`config.mk`:
```
export PLATFORM = sky130hd
export DESIGN_NAME = retire_unit
export DESIGN_NICKNAME = d
export VERILOG_FILES = /design/src/rtl/retire_unit.sv
export SDC_FILE = /design/constraint.sdc
export NUM_CORES = 1
export LEC_CHECK = 0
export ABC_AREA = 1
export CAP_MARGIN = 30
export CORE_MARGIN = 4
export CORE_UTILIZATION = 45
export CTS_CLUSTER_DIAMETER = 30
export DETAILED_ROUTE_END_ITERATION = 6
export GPL_TIMING_DRIVEN = 0
export PLACE_DENSITY = 0.82
export SYNTH_ARGS = -nofsm -noshare
export SYNTH_HDL_FRONTEND = slang
export SYNTH_SLANG_ARGS = --single-unit
```
`constraint.sdc`:
```
create_clock -name clock -period 3.4 [get_ports clock]
set_clock_uncertainty 0.15 [all_clocks]
set_input_delay 0.68 -clock clock [delete_from_list [all_inputs] [get_ports clock]]
set_output_delay 0.68 -clock clock [all_outputs]
set_load 0.01 [all_outputs]
```
`src/rtl/retire_unit.sv`:
```
// ---------------------------------------------------------------------------
// retire_unit
//   Consumer end of the ROB->retire interface. Acknowledges the ROB head,
//   returns the stale physical register (t_old) to the free list and writes
//   the architectural map table. Stores are written to the data memory port
//   before they are acknowledged, so memory is updated in program order.
//
// Ports
//   clock, reset              : clock, synchronous active-high reset
//   rob_retire_*              : ROB head entry (en, tags, areg, store fields)
//   retire_ack                : combinational pulse, ROB pops head on this edge
//   fl_free_en / fl_free_idx  : registered free-list push
//   amt_wr_en / amt_areg/preg : registered AMT write
//   mem_req/addr/data         : store request, held stable while mem_req=1
//   mem_gnt, mem_done         : memory accept / write-complete handshake
//   busy                      : unit is not idle
//
// Optional feature (macro RETIRE_STATS_EN)
//   stat_retired, stat_stores, stat_stall_cycles : 32-bit wrapping counters.
// ---------------------------------------------------------------------------
module retire_unit #(
   parameter int PREG_W = 6,
   parameter int AREG_W = 5,
   parameter int XLEN   = 32
) (
   input  logic              clock,
   input  logic              reset,
   input  logic              rob_retire_en,
   input  logic [PREG_W-1:0] rob_retire_t_idx,
   input  logic              rob_retire_t_valid,
   input  logic [PREG_W-1:0] rob_retire_t_old_idx,
   input  logic              rob_retire_t_old_valid,
   input  logic [AREG_W-1:0] rob_retire_areg,
   input  logic              rob_retire_wr_mem,
   input  logic [XLEN-1:0]   rob_retire_wr_addr,
   input  logic [XLEN-1:0]   rob_retire_wr_val,
   output logic              retire_ack,
   output logic              fl_free_en,
   output logic [PREG_W-1:0] fl_free_idx,
   output logic              amt_wr_en,
   output logic [AREG_W-1:0] amt_areg,
   output logic [PREG_W-1:0] amt_preg,
   output logic              mem_req,
   output logic [XLEN-1:0]   mem_addr,
   output logic [XLEN-1:0]   mem_data,
   input  logic              mem_gnt,
   input  logic              mem_done,
   output logic              busy
`ifdef RETIRE_STATS_EN
   ,
   output logic [31:0]       stat_retired,
   output logic [31:0]       stat_stores,
   output logic [31:0]       stat_stall_cycles
`endif
);

   typedef enum logic [1:0] {IDLE, ST_REQ, ST_WAIT, ACK_HOLD} state_t;

   state_t            r_state;
   logic [PREG_W-1:0] r_t_idx;
   logic              r_t_valid;
   logic [PREG_W-1:0] r_t_old_idx;
   logic              r_t_old_valid;
   logic [AREG_W-1:0] r_areg;
   logic              r_fl_free_en;
   logic [PREG_W-1:0] r_fl_free_idx;
   logic              r_amt_wr_en;
   logic [AREG_W-1:0] r_amt_areg;
   logic [PREG_W-1:0] r_amt_preg;
   logic              r_mem_req;
   logic [XLEN-1:0]   r_mem_addr;
   logic [XLEN-1:0]   r_mem_data;

   logic w_alu_ack;
   logic w_st_ack;
   logic w_ack;

   // ALU heads are acknowledged the cycle they are seen; a store only once
   // its write has completed (including grant and done in the same cycle).
   assign w_alu_ack = (r_state == IDLE) && rob_retire_en && !rob_retire_wr_mem;
   assign w_st_ack  = ((r_state == ST_WAIT) && mem_done) ||
                      ((r_state == ST_REQ) && mem_gnt && mem_done);
   assign w_ack     = !reset && (w_alu_ack || w_st_ack);

   assign retire_ack  = w_ack;
   assign fl_free_en  = r_fl_free_en;
   assign fl_free_idx = r_fl_free_idx;
   assign amt_wr_en   = r_amt_wr_en;
   assign amt_areg    = r_amt_areg;
   assign amt_preg    = r_amt_preg;
   assign mem_req     = r_mem_req;
   assign mem_addr    = r_mem_addr;
   assign mem_data    = r_mem_data;
   assign busy        = (r_state != IDLE);

   // NOTE: all state uses non-blocking assignments so every register samples
   // the pre-edge values regardless of statement order.
   always_ff @(posedge clock) begin
      if (reset) begin
         r_state       <= IDLE;
         r_t_idx       <= '0;
         r_t_valid     <= 1'b0;
         r_t_old_idx   <= '0;
         r_t_old_valid <= 1'b0;
         r_areg        <= '0;
         r_fl_free_en  <= 1'b0;
         r_fl_free_idx <= '0;
         r_amt_wr_en   <= 1'b0;
         r_amt_areg    <= '0;
         r_amt_preg    <= '0;
         r_mem_req     <= 1'b0;
         r_mem_addr    <= '0;
         r_mem_data    <= '0;
      end else begin
         // Free-list and AMT strobes are single-cycle pulses.
         r_fl_free_en <= 1'b0;
         r_amt_wr_en  <= 1'b0;
         case (r_state)
            IDLE: begin
               if (rob_retire_en) begin
                  if (rob_retire_wr_mem) begin
                     r_t_idx       <= rob_retire_t_idx;
                     r_t_valid     <= rob_retire_t_valid;
                     r_t_old_idx   <= rob_retire_t_old_idx;
                     r_t_old_valid <= rob_retire_t_old_valid;
                     r_areg        <= rob_retire_areg;
                     r_mem_addr    <= rob_retire_wr_addr;
                     r_mem_data    <= rob_retire_wr_val;
                     r_mem_req     <= 1'b1;
                     r_state       <= ST_REQ;
                  end else begin
                     r_fl_free_en  <= rob_retire_t_old_valid;
                     r_fl_free_idx <= rob_retire_t_old_idx;
                     r_amt_wr_en   <= rob_retire_t_valid;
                     r_amt_areg    <= rob_retire_areg;
                     r_amt_preg    <= rob_retire_t_idx;
                     r_state       <= ACK_HOLD;
                  end
               end
            end
            ST_REQ: begin
               if (mem_gnt) begin
                  r_mem_req <= 1'b0;
                  if (mem_done) begin
                     r_fl_free_en  <= r_t_old_valid;
                     r_fl_free_idx <= r_t_old_idx;
                     r_amt_wr_en   <= r_t_valid;
                     r_amt_areg    <= r_areg;
                     r_amt_preg    <= r_t_idx;
                     r_state       <= ACK_HOLD;
                  end else begin
                     r_state <= ST_WAIT;
                  end
               end
            end
            ST_WAIT: begin
               if (mem_done) begin
                  r_fl_free_en  <= r_t_old_valid;
                  r_fl_free_idx <= r_t_old_idx;
                  r_amt_wr_en   <= r_t_valid;
                  r_amt_areg    <= r_areg;
                  r_amt_preg    <= r_t_idx;
                  r_state       <= ACK_HOLD;
               end
            end
            // The ROB head only advances on the ack edge, so the entry seen
            // here is stale; skip one cycle before accepting again.
            ACK_HOLD: r_state <= IDLE;
            default:  r_state <= IDLE;
         endcase
      end
   end

`ifdef RETIRE_STATS_EN
   logic [31:0] r_stat_retired;
   logic [31:0] r_stat_stores;
   logic [31:0] r_stat_stall;

   assign stat_retired      = r_stat_retired;
   assign stat_stores       = r_stat_stores;
   assign stat_stall_cycles = r_stat_stall;

   always_ff @(posedge clock) begin
      if (reset) begin
         r_stat_retired <= '0;
         r_stat_stores  <= '0;
         r_stat_stall   <= '0;
      end else begin
         if (w_ack)
            r_stat_retired <= r_stat_retired + 32'd1;
         if (w_st_ack)
            r_stat_stores <= r_stat_stores + 32'd1;
         if ((r_state == ST_REQ) || (r_state == ST_WAIT))
            r_stat_stall <= r_stat_stall + 32'd1;
      end
   end
`endif

endmodule

```
==> results by group <==
Outcome
  – Status: finished, final reports clean

STA
  – Worst slew pin tran: 0.513 ns
  – Relative slew slack: between 60% and 70%
  – RSZ-0062 raised after global routing: false
  – TNS Setup: 0 ns
  – Fmax: 0.320 GHz
  – Final min period: roughly 3.1 ns
  – Period utilisation layout: between 90% and 100%
  – Final setup viols: 0
  – Max-slew violation count: 0
  – Fin. Hold Viols: 0

Yosys
  – Cells after Synth: 623
  – Yosys warns: 0
  – Post-synth EDFFs: 0
  – Main synth FF type: dfxtp_1
  – Synth Cell Area: about 0.0046 mm²
  – Post-synthesis sequential area ratio: between 40 and 50%
  – Avg Cell Area, Syn: 7.40 µm²
  – Mapped Nets: 720
  – Distinct cells, synth: 24
  – Synth Register Bits: about 110
  – Synth async-reset ratio: 0%

Routing
  – Via/cell ratio: ~5
  – Starting DRT DRC Count: approximately 190
  – Vias: 4,704
  – Pre-antenna DRT Iters: 4
  – ANT nets after route: 0
  – DRT Wirelength: ~13 mm
  – DR WL/cell: 14.1 µm
  – # DRC: 0

Worst setup path
  – Slowest CP cell: clkdlybuf4s50_1
  – Crit path launch type: flip-flop
  – Arr. time, crit path: ~2.3 ns
  – CP max stage delay: 0.61 ns
  – Critical setup path kind: flip-flop to output port
  – CP required: 2.57 ns
  – Worst reg-to-reg path cell count: 10
  – Critical Path Most Common Cell: inv_1
  – CP max FO: 7
  – Setup crit end kind: output port
  – CP Cell Sequence: inv_1, ha_1, inv_1, nor2_1, nand2_1, a31oi_1, clkdlybuf4s50_1

Placement
  – GPL Wtd Cong: around 0.86
  – Hpwl dp: approximately 10 mm
  – I/O Buffers: ~170

Floorplan
  – Core Box Area: around 0.0099 mm²
  – Die span in y: about 110 µm
  – Die width: around 110 µm
  – Num rows: 36
  – # IOs: ~180
  – Starting Density: ~47%
  – Die ar.: about 0.012 mm²

Global route
  – Vias in the first global route: roughly 4,600
  – Initial antenna violation count: 0
  – Global-route wire length before repair: about 21 mm
  – Total GRT Usage: approximately 22%
  – Largest net degree at the start of global routing: 18
  – Gr ovfl total: 0

Power and ir drop
  – Power, Total: ~0.0043 W
  – Leakage power: about 2.7 nW
  – VDD IR max: 0.322 mV
  – Pwr Density: around 640 mW/mm²

Final layout
  – Multi-input gate area: 0.00200 mm²
  – Antenna cell count: 0
  – Fin util: 67.6%
  – Commonest non-fill, non-tap cell in the layout: clkdlybuf4s50_1
  – Share of cells above drive strength 1: approximately 8.9%
  – Register area: 0.00210 mm²
  – Commonest cells after routing, fill and taps aside: clkdlybuf4s50_1 (171), nand2_1 (135), dfxtp_1 (105)
  – Number of fillers in the final layout: roughly 850
  – Final #Nets: ~900
  – Layout area overhead: 44.6%

Clocking
  – CTS Buf Count: 9
  – Root buffer cell: clkbuf_8
  – Clock sinks: about 110
  – Hold Buf Count CTS: 0
  – Clock insertion delay at the later pin of the skew report: approximately 0.36 ns
  – Maximum clock insertion buffer count: 2
  – Post-CTS Setup Bufs: 0
  – Clock transition at the registers of the reported paths: ~0.10 ns
  – Max H-tree Level: 3
  – CTS tree: done
  – Post-CTS Resized: 0

Worst hold path
  – Hold depth: 2
  – HP Class: flip-flop to flip-flop

Flow run
  – Max-cap viol count: 0
## cell type report
class / instances / area share [%]
plain buffers: 47 / 4.78
inverters: 49 / 2.80
well taps: 133 / 2.50
repair buffers: 171 / 25.7
multi-input cells: 422 / 30.0
clock buffers: 11 / 2.12
flip-flops and latches: 105 / 31.5
clock inverters: 5 / 0.582
## state kept, by name (all words and copies together) (netlist names)
| register | flops |
|---|---|
| r_t_old_idx | 6 |
| r_t_idx | 6 |
| r_t_old_valid | 1 |
| r_state | 2 |
| amt_areg | 5 |
| mem_req | 1 |
| fl_free_en | 1 |
| mem_data | 32 |
| amt_wr_en | 1 |
| r_areg | 5 |
| mem_addr | 32 |
| fl_free_idx | 6 |
| r_t_valid | 1 |
| amt_preg | 6 |
## power by group
part	total [W]	internal, W	switching [W]	leakage (nW)
clock network	0.000734	0.000293	0.000441	0.0903
logic	0.00195	0.000910	0.00104	1.77
registers	0.00160	0.00146	0.000132	0.858
total	0.00428	0.00267	0.00161	2.72
## critical path: cells and delay by family, from the launching register on
family | cells | cell delay (ns)
buffers and inverters | 3 | 0.86
AND/OR/NAND/NOR | 2 | 0.26
adder cells (fa/ha/maj) | 1 | 0.24
flip-flops | 1 | 0.39
AO/OA/AOI/OAI | 1 | 0.16
## worst paths after layout
path                                   from     endpoint  slack, ns
worst min register to register  mem_addr[1]  mem_addr[1]       0.31
worst min-delay path            mem_addr[1]  mem_addr[1]       0.31
worst max register to register   r_state[0]  amt_preg[1]       1.36
worst max-delay path             r_state[0]   retire_ack       0.28
## synthesized netlist by cell type (2+ instances only)
| library cell | count | share of area [%] |
|---|---|---|
| a31oi_1 | 2 | 0.27 |
| nor2_1 | 72 | 5.9 |
| buf_6 | 9 | 2.2 |
| buf_2 | 12 | 1.3 |
| clkbuf_1 | 12 | 0.98 |
| inv_2 | 4 | 0.33 |
| nand2_1 | 135 | 11 |
| buf_4 | 13 | 2.1 |
| ha_1 | 8 | 2.2 |
| nand3_1 | 99 | 11 |
| inv_1 | 43 | 3.5 |
| dfxtp_1 | 105 | 46 |
| a21oi_1 | 87 | 9.4 |
| nand2_2 | 2 | 0.27 |
| nand3_2 | 11 | 2.4 |
## cell families after synthesis
kind of cell	synth area share, %
AOI/OAI and AO/OA	9.82
adders and majority gates	2.17
buffers and inverters	11.0
DFF	45.6
and+or+nand+nor	31.5
## layer usage
layer	up-vias	track usage, %	part of all wire [%]
met5	-	0	0
met4	0	9.26	2.7
met3	35	6.34	7.6
met2	159	39.0	50
met1	2154	25.3	40
li1	2356	-	-
## stage by stage
stage	setup slack [ns]	instance area, µm²	hold slack (ns)	instances
2_1_floorplan	1.17	4610	0.289	623
3_3_place_gp	0.402	6490	0.295	927
3_5_place_dp	0.398	6490	0.301	927
4_1_cts	0.275	6670	0.316	943
5_1_grt	0.137	6670	0.327	943
6_report	0.279	6670	0.314	943
Note: power is estimated with default switching activity, not from simulation.
